[src/rtl/output_buffer.sv]
// Result buffer between the accumulator and the host read-back path: 16 x 32-bit
// entries filled by the accumulator and drained in address order over a valid/ready stream.
module output_buffer #(
    parameter int DATA_W = 32,
    parameter int DEPTH  = 16,
    parameter int ADDR_W = 4
) (
    input  logic              clk,
    input  logic              rst,
    input  logic              wr_en,
    input  logic [ADDR_W-1:0] wr_addr,
    input  logic [DATA_W-1:0] wr_data,
    input  logic              drain_start,
    input  logic [ADDR_W-1:0] drain_base,
    input  logic [ADDR_W:0]   drain_count,
    input  logic              drain_abort,
    output logic              rd_valid,
    input  logic              rd_ready,
    output logic [DATA_W-1:0] rd_data,
    output logic [ADDR_W-1:0] rd_addr,
    output logic              rd_last,
    output logic              busy,
    output logic              done,
    output logic              overwrite_err,
    output logic [DEPTH-1:0]  entry_valid
);

    typedef enum logic [1:0] {S_IDLE, S_FETCH, S_SEND, S_DONE} state_t;

    localparam logic [ADDR_W:0] FULL_CNT = (ADDR_W+1)'(DEPTH);
    localparam logic [ADDR_W:0] ONE_CNT  = (ADDR_W+1)'(1);

    state_t            state;
    logic [DATA_W-1:0] mem [DEPTH];
    logic [ADDR_W-1:0] ptr;
    logic [ADDR_W:0]   remaining;
    logic              hs;
    logic [DEPTH-1:0]  valid_next;

    // Abort outranks the handshake, so an aborted word keeps its valid flag.
    assign hs = (state == S_SEND) && rd_valid && rd_ready && !drain_abort;

    // A store in the same cycle as the handshake on that entry wins.
    always_comb begin
        valid_next = entry_valid;
        if (hs)
            valid_next[ptr] = 1'b0;
        if (wr_en)
            valid_next[wr_addr] = 1'b1;
    end

    always_ff @(posedge clk) begin
        if (wr_en)
            mem[wr_addr] <= wr_data;
    end

    always_ff @(posedge clk or negedge rst) begin
        if (!rst) begin
            entry_valid   <= '0;
            overwrite_err <= 1'b0;
        end else begin
            entry_valid   <= valid_next;
            overwrite_err <= wr_en && entry_valid[wr_addr] && !(hs && (ptr == wr_addr));
        end
    end

    always_ff @(posedge clk or negedge rst) begin
        if (!rst) begin
            state     <= S_IDLE;
            ptr       <= '0;
            remaining <= '0;
            rd_valid  <= 1'b0;
            rd_data   <= '0;
            rd_addr   <= '0;
            rd_last   <= 1'b0;
            busy      <= 1'b0;
            done      <= 1'b0;
        end else begin
            done <= 1'b0;
            case (state)
                S_IDLE: begin
                    if (drain_start) begin
                        ptr       <= drain_base;
                        remaining <= (drain_count == '0) ? FULL_CNT : drain_count;
                        busy      <= 1'b1;
                        state     <= S_FETCH;
                    end
                end
                S_FETCH: begin
                    if (drain_abort) begin
                        busy  <= 1'b0;
                        state <= S_IDLE;
                    end else if (entry_valid[ptr]) begin
                        rd_data  <= mem[ptr];
                        rd_addr  <= ptr;
                        rd_last  <= (remaining == ONE_CNT);
                        rd_valid <= 1'b1;
                        state    <= S_SEND;
                    end
                end
                S_SEND: begin
                    if (drain_abort) begin
                        rd_valid <= 1'b0;
                        rd_last  <= 1'b0;
                        busy     <= 1'b0;
                        state    <= S_IDLE;
                    end else if (rd_ready) begin
                        rd_valid  <= 1'b0;
                        rd_last   <= 1'b0;
                        ptr       <= ptr + 1'b1;
                        remaining <= remaining - ONE_CNT;
                        if (remaining == ONE_CNT) begin
                            done  <= 1'b1;
                            busy  <= 1'b0;
                            state <= S_DONE;
                        end else begin
                            state <= S_FETCH;
                        end
                    end
                end
                S_DONE: state <= S_IDLE;
                default: state <= S_IDLE;
            endcase
        end
    end

endmodule

[config.mk]
export PLATFORM = sky130hd
export DESIGN_NAME = output_buffer
export DESIGN_NICKNAME = d
export VERILOG_FILES = /design/src/rtl/output_buffer.sv
export SDC_FILE = /design/constraint.sdc
export NUM_CORES = 1
export LEC_CHECK = 0
export CAP_MARGIN = 0
export CORE_ASPECT_RATIO = 1.25
export CORE_MARGIN = 2
export CORE_UTILIZATION = 50
export DETAILED_ROUTE_END_ITERATION = 8
export PLACE_DENSITY_LB_ADDON = 0.2
export REMOVE_ABC_BUFFERS = 1
export SYNTH_ARGS = -nofsm -noshare
export SYNTH_HDL_FRONTEND = slang
export SYNTH_SLANG_ARGS = --single-unit
[constraint.sdc]
create_clock -name clk -period 6.4 [get_ports clk]
set_clock_uncertainty 0.2 [all_clocks]
set_input_delay 1.92 -clock clk [delete_from_list [all_inputs] [get_ports clk]]
set_output_delay 1.92 -clock clk [all_outputs]
set_load 0.05 [all_outputs]
==> flow_summary.ini <==
[placed_design]
dp_hpwl_mm = 28.2
gp_congestion = 0.801
numPlacedInstances = 1667
buffers_added_on_ports = 107

[sta]
max_freq_ghz = 0.233
grt_setup_unrepaired = false
relSlewSlack_pct = 17.0
fin_tns_setup_ns = 0
finalSetupViolations = 0
worst-slew-pin-transition_ns = 1.24
hold_violations = 0
holdWs_ns = 0.302
finalWorstPathRequiredPeriod_ns = 4.30
timing.final.crit_share_pct = 67.1
final_max_slew_viols = 0

[worst_setup_path]
worstSetupEndpoint = rd_data[3]$_DFFE_PN0P_
r2r_start = ptr[0]$_DFFE_PN0P_
cp_data_required_time_ns = 6.68
maximum_fanout_encountered_on_the_critical_timing_path = 21
crit_path_start = drain_abort
worstSetupPathType = in2reg
critical_path.reg2reg.endpoint = rd_data[11]$_DFFE_PN0P_
worst-endpoint-arrival_ns = 4.57
crit_path_end_kind = flip-flop
path_depth_of_the_worst_reg2reg_path = 4
worst-r2r-setup-slack_ns = 3.08
cp_launch_type = primary input

[power]
ir_drop_mv = 0.263
report.power.total_mw = 11.3
power_per_cell_area_nw_per_um2 = 432
cellLeakagePower_nw = 8.55

[global_routing]
grt_overflow = 0
pin_count_of_the_biggest_net_entering_global_routing = 124
grt_first_pass_wirelength_mm = 71.8
antenna_found_initial = 1
gr-usage-all-layers_pct = 20.7
vias_in_the_first_global_route = 11000

[clock_network]
root_buffer = sky130_fd_sc_hd__clkbuf_16
clock_tree_from_tritoncts = yes
cts_sinks = 580
cts.htree.levels = 2
clkTransAtPathRegs_ns = 0.06
clockBufferDepth = 3
cts-hold-fix-buffers = 0
worstSkewPairLatency_ns = 0.59
cts_made_buffers = 54
cts.repair_timing.setup_buffer_count = 0
post_cts.resized_instances = 0

[finish]
final_cell_count_no_fill = 1767
antenna_cells_inserted = 0
drive_above_1_share_pct = 27.6
fillers = 3235
utilization_pct = 58.4
final_common_cell = sky130_fd_sc_hd__edfxtp_1
nNetsFinal = 1207
layout-area-overhead-vs-synth_pct = 15.7
commonest_cells_after_routing_fill_and_taps_aside = 512 x sky130_fd_sc_hd__edfxtp_1, 169 x sky130_fd_sc_hd__mux4_2, 106 x sky130_fd_sc_hd__clkdlybuf4s50_1

[detailed_routing]
drt_wl_total_mm = 47.2
detailroute.via_count = 10500
post_route_drc_violation_count = 0
drt.antenna.violating_nets = 0
drt_pass1_iterations = 6
vias_per_cell = 5.94
drt_iter0_markers = 774
wl_per_cell_um = 26.7

[die]
chipHeight_um = 242
dieWidth_um = 195
rows = 87
die_area_um2 = 47100
initial_core_util_pct = 50.5
core_area_um2 = 45000
floorplan.io_pins = 108

[synthesis]
synth_seq_area_share_pct = 75.3
yosys_register_bits = 580
yosys_warnings = 0
post_synth_edffs = 512
synth.cell_area_um2 = 22700
postSynth.topFlopCell = sky130_fd_sc_hd__edfxtp_1
netlist-cell-type-count = 40
syn-instance-count = 1011
synth-async-reset-ratio_pct = 11.7
post_synth.cell_area_avg_um2 = 22.4

[hold_path]
worstHoldPathType = reg2reg
holdCritStartpoint = rd_data[2]$_DFFE_PN0P_

[outcome]
status = finished, final reports clean

[flow_run]
max-cap-violations = 0
-- flip-flops by register name (all words and copies together) (netlist names) --
signal / count
rd_valid: 1
overwrite_err: 1
rd_data: 32
remaining: 5
entry_valid: 16
state: 2
done: 1
mem: 512
busy: 1
rd_addr: 4
rd_last: 1
ptr: 4
-- where the power goes --
part	leakage [nW]	internal [mW]	switching [mW]
clock network	0.821	1.74	1.33
registers	5.40	4.39	0.307
logic	2.33	1.75	1.82
total	8.55	7.88	3.46
-- cells by family (layout without fill, tap and decap cells) --
| kind of cell | Yosys count | in the layout | synth area share [%] |
|---|---|---|---|
| flops | 580 | 580 | 75.3 |
| mux | 211 | 211 | 19.3 |
| simple gates | 88 | 88 | 1.84 |
| buf+inv | 64 | 242 | 1.29 |
| compound gates | 53 | 53 | 1.51 |
| fa+ha+maj | 11 | 11 | 0.607 |
| xor+xnor | 4 | 4 | 0.154 |
-- Yosys cell counts, types with 6 or more instances --
master,number,share of area (%)
sky130_fd_sc_hd__buf_2,6,0.13
sky130_fd_sc_hd__edfxtp_1,512,68
sky130_fd_sc_hd__nand3_1,8,0.18
sky130_fd_sc_hd__dfrtp_1,68,7.5
sky130_fd_sc_hd__clkbuf_1,27,0.45
sky130_fd_sc_hd__o21ai_0,12,0.26
sky130_fd_sc_hd__ha_1,11,0.61
sky130_fd_sc_hd__mux2_2,7,0.35
sky130_fd_sc_hd__mux2i_1,6,0.26
sky130_fd_sc_hd__buf_6,6,0.30
sky130_fd_sc_hd__mux2_4,29,1.9
sky130_fd_sc_hd__a21oi_1,13,0.29
sky130_fd_sc_hd__mux4_2,169,17
sky130_fd_sc_hd__inv_1,11,0.18
sky130_fd_sc_hd__buf_1,13,0.22
sky130_fd_sc_hd__nand2_1,28,0.46
sky130_fd_sc_hd__nor2_1,23,0.38
sky130_fd_sc_hd__a21o_1,16,0.53
sky130_fd_sc_hd__nor3_1,7,0.15
-- per-stage QoR --
step / setup WS, ns / area [um2]
detailed placement: 1.48 / 24500
finish: 2.10 / 26200
CTS: 2.09 / 26200
global placement: 1.53 / 24500
global route: 1.95 / 26200
floorplan: -1.99 / 22400
-- routing by layer --
layer / wire, um / GRT usage, % / vias to the layer above
met2: 24200 / 35.1 / 292
met3: 2320 / 3.27 / 53
met5: 9 / 0 / -
met1: 20000 / 28.7 / 5642
met4: 716 / 4.91 / 2
li1: - / - / 4501
-- critical path, stage by stage --
cell and delay (ns):
sky130_fd_sc_hd__clkdlybuf4s50_1 0.52, sky130_fd_sc_hd__nor2b_1 0.43, sky130_fd_sc_hd__and2_0 0.19, sky130_fd_sc_hd__a22o_2 0.57
sky130_fd_sc_hd__buf_4 0.53, sky130_fd_sc_hd__mux2_2 0.39
-- worst min path at each step --
stage                     cells past startpoint                        to
after floorplan                               1  remaining[0]$_DFFE_PN0P_
after global placement                        1    rd_data[3]$_DFFE_PN0P_
after detailed placement                      1   rd_data[16]$_DFFE_PN0P_
after CTS                                     1   rd_data[31]$_DFFE_PN0P_
after global routing                          1    rd_data[7]$_DFFE_PN0P_
final                                         1    rd_data[2]$_DFFE_PN0P_
-- layout make-up --
cell class              count  area [um2]  share of cell area (%)
clock inverters            24         219                   0.834
repair buffers            130        1270                    4.82
well taps                 578         723                    2.76
inverters                  12        45.0                   0.172
multi-input cells         367        5430                    20.7
flip-flops and latches    580       17100                    65.1
clock buffers              76        1480                    5.65
Power figures use the tool's default switching activity.
